==> config.mk <==
export PLATFORM = sky130hd
export DESIGN_NAME = program_select_ctrl
export DESIGN_NICKNAME = d
export VERILOG_FILES = /design/src/rtl/program_select_ctrl.sv
export SDC_FILE = /design/constraint.sdc
export NUM_CORES = 1
export LEC_CHECK = 0
export BUFFER_PORTS_ARGS = -buffer_cell sky130_fd_sc_hd__clkbuf_2
export CORE_MARGIN = 1
export CORE_UTILIZATION = 30
export CTS_CLUSTER_DIAMETER = 30
export DETAILED_ROUTE_END_ITERATION = 10
export MAX_ROUTING_LAYER = met4
export PLACE_DENSITY_LB_ADDON = 0.12
export SLEW_MARGIN = 20
export SYNTH_ARGS = -nofsm -noshare
export SYNTH_HDL_FRONTEND = slang
export SYNTH_SLANG_ARGS = --single-unit
==> constraint.sdc <==
create_clock -name clock -period 3.15 [get_ports clock]
set_input_delay 0.63 -clock clock [delete_from_list [all_inputs] [get_ports clock]]
set_output_delay 0.63 -clock clock [all_outputs]
set_load 0.05 [all_outputs]
==> src/rtl/program_select_ctrl.sv <==
// program_select_ctrl: debounced front-panel buttons launch a program index
// held on program_selector while the CPU is kept in reset.
module program_select_ctrl #(
   parameter int NUM_BTN         = 4,
   parameter int SEL_WIDTH       = 32,
   parameter int DEBOUNCE_CYCLES = 16,
   parameter int HOLD_CYCLES     = 4,
   parameter int LEVEL_MODE      = 0
) (
   input  logic                 clock,
   input  logic                 reset,
   input  logic [NUM_BTN-1:0]   btn_in,
   output logic [NUM_BTN-1:0]   btn_clean,
   output logic [SEL_WIDTH-1:0] program_selector,
   output logic                 cpu_reset,
   output logic                 busy
);
   localparam int CW = $clog2(DEBOUNCE_CYCLES + 1);
   localparam int HW = $clog2(HOLD_CYCLES + 1);
   localparam int KW = (NUM_BTN > 1) ? $clog2(NUM_BTN) : 1;
   typedef enum logic [1:0] {IDLE, LOAD, RELEASE} state_t;
   state_t               state_q, state_d;
   logic [NUM_BTN-1:0]   s1_q, s1_d, s2_q, s2_d;
   logic [NUM_BTN-1:0]   clean_q, clean_d, clean_dly_q, clean_dly_d, rise;
   logic [CW-1:0]        cnt_q [NUM_BTN];
   logic [CW-1:0]        cnt_d [NUM_BTN];
   logic [SEL_WIDTH-1:0] sel_q, sel_d;
   logic                 cpu_q, cpu_d;
   logic [HW-1:0]        hold_q, hold_d;
   logic [KW-1:0]        chan_q, chan_d, pick;
   always_comb begin
      s1_d        = btn_in;
      s2_d        = s1_q;
      clean_dly_d = clean_q;
      clean_d     = clean_q;
      cnt_d       = cnt_q;
      for (int i = 0; i < NUM_BTN; i++) begin
         if (s2_q[i] == clean_q[i]) cnt_d[i] = '0;
         else if (cnt_q[i] == CW'(DEBOUNCE_CYCLES - 1)) begin
            clean_d[i] = s2_q[i];
            cnt_d[i]   = '0;
         end else cnt_d[i] = cnt_q[i] + CW'(1);
      end
   end
   assign rise = clean_q & ~clean_dly_q;
   always_comb begin
      state_d = state_q;
      sel_d   = sel_q;
      cpu_d   = cpu_q;
      hold_d  = hold_q;
      chan_d  = chan_q;
      pick    = '0;
      // descending scan leaves the lowest risen channel in pick
      for (int i = NUM_BTN - 1; i >= 0; i--) if (rise[i]) pick = KW'(i);
      case (state_q)
         IDLE: if (|rise) begin
            sel_d   = SEL_WIDTH'(pick) + SEL_WIDTH'(1);
            cpu_d   = 1'b1;
            hold_d  = HW'(HOLD_CYCLES - 1);
            chan_d  = pick;
            state_d = LOAD;
         end
         LOAD: if (hold_q != '0) hold_d = hold_q - HW'(1);
         else if (LEVEL_MODE == 0 || !clean_q[chan_q]) begin
            sel_d   = '0;
            cpu_d   = 1'b0;
            state_d = RELEASE;
         end
         RELEASE: if (clean_q == '0) state_d = IDLE;
         default: state_d = IDLE;
      endcase
   end
   always_ff @(posedge clock or posedge reset) begin
      if (reset) begin
         state_q     <= IDLE;
         s1_q        <= '0;
         s2_q        <= '0;
         clean_q     <= '0;
         clean_dly_q <= '0;
         cnt_q       <= '{default: '0};
         sel_q       <= '0;
         cpu_q       <= 1'b0;
         hold_q      <= '0;
         chan_q      <= '0;
      end else begin
         state_q     <= state_d;
         s1_q        <= s1_d;
         s2_q        <= s2_d;
         clean_q     <= clean_d;
         clean_dly_q <= clean_dly_d;
         cnt_q       <= cnt_d;
         sel_q       <= sel_d;
         cpu_q       <= cpu_d;
         hold_q      <= hold_d;
         chan_q      <= chan_d;
      end
   end
   assign btn_clean        = clean_q;
   assign program_selector = sel_q;
   assign cpu_reset        = cpu_q;
   assign busy             = (state_q != IDLE);
endmodule

==> impl_results.md <==
* Arrival @ worst endpoint at 1.46 ns
* Post-synth EDFFs at 0
* Setup TNS at 0 ns
* Largest net degree at the start of global routing at 46
* RSZ-0062 raised after global routing: false
* Clock sink count at 45
* Drt via density at 4.15
* Clock power share at 0.358
* Worst min-delay path class: flip-flop to flip-flop
* Root buffer cell: clkbuf_8
* Mux share of post-synthesis cell area at 0.0215
* RePlAce Congestion at 0.669
* Yosys warns at 0
* Endpoint class of the critical path: primary output
* Max-slew headroom at 0.380
* Combinational fraction of design power at 0.183
* Vias in the first global route at 1120
* Via count at 1187
* Layout area overhead at 8.43%
* Maxcap violations at 0
* Violation count after the first detailed-route iteration at 65
* CP max FO at 10
* Global-route usage over all layers at 0.0942
* CP Launch Type: flip-flop
* Top cell type's share of synthesized area at 0.538
* CP cell instances: or2_0 -> clkbuf_2
* Crit path max-delay family: flip-flops
* Status: finished clean
* Antenna Nets Post-Route at 0
* Netlist cell types at 37
* N_diodes at 0
* Synth Area in Adders at 0.0419
* P per Cell Area at 622 mW/mm²
* Num rows at 30
* Initial antenna violation count at 0
* Layout cell share with drive strength beyond 1 at 0.155
* Worst Path Required at 2.52 ns
* Final setup violation count at 0
* Placed insts at 278
* H-tree Lvls at 2
* CTS tree: done
* Flops & latches, synth at 45
* Post-CTS Setup Inserts at 0
* Synthesized area at 0.00209 mm²
* DRC at 0
* Static Leak at 1.19 nW
* DP HPWL at 1.99 mm
* First-pass GRT wire length at 5.11 mm
* CP bufs+invs at 1
* Post-CTS Hold Buffers at 0
* Worst stage delay on the critical path at 0.53 ns
* Worst-Margin Slew at 0.929 ns
* Sw Share at 0.289
* Peak Freq at 479 MHz
* IO Pins at 44
* First-pass DRT Iterations at 2
* Part of the power in registers at 0.459
* Clk slew on worst S/H paths at 0.08 ns
* Core ar. at 0.00676 mm²
* Final nets at 218
* Die area at 0.00731 mm²
* Crit share post-route at 0.663
* Number of buffers created by CTS at 5
* Hold_ws at 0.353 ns
* Setup CP Type: flip-flop to primary output
* Routed WL at 2.93 mm
* GRT overflow at 0
* Min Tclk post-route at 2.09 ns
* # fillers at 693
* Clock Path Buffers at 2
* Top_reg_cell synth: dfrtp_1
* Avg WL per Cell at 10.2 µm
* Register area share after synthesis at 0.538
* Worst skew pair latency at 0.29 ns
* Initial Util at 0.310
* Syn Inst Count at 187
* Synth Area in XOR/XNOR at 0.0502
* Input/output buffers at 14
* Final setup skew at 0.00512 ns
* Slowest cell on crit path: dfrtp_1
* Largest family of logic cells by synthesized area: simple AND/OR/NAND/NOR gates
* Internal power at 0.00100 W
* Die H at 85.5 µm
* Final Hold Fails at 0
* Final Max Slew Viols at 0
* Asr flop ratio synth at 1.00
* Cell taking the most area after synthesis: dfrtp_1
* Largest cells by area after synthesis: dfrtp_1, buf_4, xor2_1
* Worst vdd ir at 221 µV
* Net Sw Power at 0.000408 W
* Simple-Gate Fraction of Synth Area at 0.154
* Area fraction in compound gates after synthesis at 0.0646
* Syn avg cell area at 11.2 µm²
* Die width at 85.5 µm
* Final Non-Filler Cells at 286
* Post-CTS Resized at 0
## power groups by stage
stage | logic (W) | registers, W | clock network (W)
finish | 0.000259 | 0.000648 | 0.000505
global route | 0.000294 | 0.000656 | 0.000552
CTS | 0.000261 | 0.000648 | 0.000530
detailed placement | 0.000260 | 0.000659 | 0
global placement | 0.000263 | 0.000660 | 0
floorplan | 0.000248 | 0.000660 | 0
## layout make-up
type / count / area (µm²) / area share
flip-flops and latches: 45 / 1130 / 0.496
multi-input cells: 130 / 805 / 0.355
well taps: 80 / 100 / 0.0441
repair buffers: 14 / 70.1 / 0.0309
clock buffers: 5 / 68.8 / 0.0303
clock inverters: 3 / 65.1 / 0.0287
inverters: 9 / 33.8 / 0.0149
## kinds of logic after synthesis
group | Yosys count
muxes | 4
and+or+nand+nor | 57
buffers and inverters | 40
adders and majority gates | 7
AOI/OAI and AO/OA | 21
other | 1
xor gates and xnor gates | 12
DFF | 45
## Yosys cell counts, types with 2 or more instances
cell type	number
dfrtp_1	45
nor2b_1	2
buf_4	29
xor2_1	12
o21ai_1	3
mux2_2	4
o211ai_1	3
nor2b_4	2
ha_1	7
and3_1	4
o21ai_0	6
nor2_1	21
nand2_1	2
and2_1	5
inv_1	9
a21oi_1	2
nand3_1	10
nand2b_1	2
## final timing paths
path                                   start  cells past startpoint  slack, ns                  end
worst min register to register       s1_q[3]                      0       0.35              s2_q[3]
worst min-delay path                 s1_q[3]                      0       0.35              s2_q[3]
worst max-delay path              state_q[1]                      2       1.06                 busy
worst max register to register  btn_clean[0]                      4       1.57  program_selector[2]
max in group asynchronous              reset                      2       2.05  program_selector[2]
min in group asynchronous              reset                      2       0.52             cnt_q[0]
## stage by stage
stage	instance area [µm²]	total power, W	utilization	setup slack [ns]
after CTS	2270	0.00144	0.336	1.05
after detailed placement	2130	0.000919	0.316	1.39
after floorplan	2200	0.000908	-	1.46
after global placement	2130	0.000923	0.316	1.43
after global routing	2270	0.00150	0.336	0.969
final	2270	0.00141	0.336	1.06
## metal layers
metal,track usage,part of all wire
met4,0.0455,0.014
met1,0.118,0.51
met2,0.140,0.43
met3,0.0279,0.048
met5,-,0
## state kept, by name (all words and copies together), names as in the netlist
signal and cells:
btn_clean 4, clean_dly_q 4, cnt_q 20, cpu_reset 1, hold_q 3, program_selector 3, s1_q 4, s2_q 4
state_q 2
## layout by cell type (no fill, tap or decap), drive strengths merged
cell    count
o22a        1
inv         9
bufinv      2
and2b       1
o31ai       1
nand2b      2
nor4b       1
and3        4
mux2        4
conb       29
nor3b       1
nor3        1
clkinv      1
dfrtp      45
o21a        1
o211ai      3
nor2       21
or3         1
and2        5
o21ai       9
a21boi      1
nor4        1
nor2b       5
ha          7
nand2       2
a21oi       3
or2         2
nand3      10
a221oi      1
clkbuf     19
o41ai       1
xor2       12
Note: power is estimated with default switching activity, not from simulation.
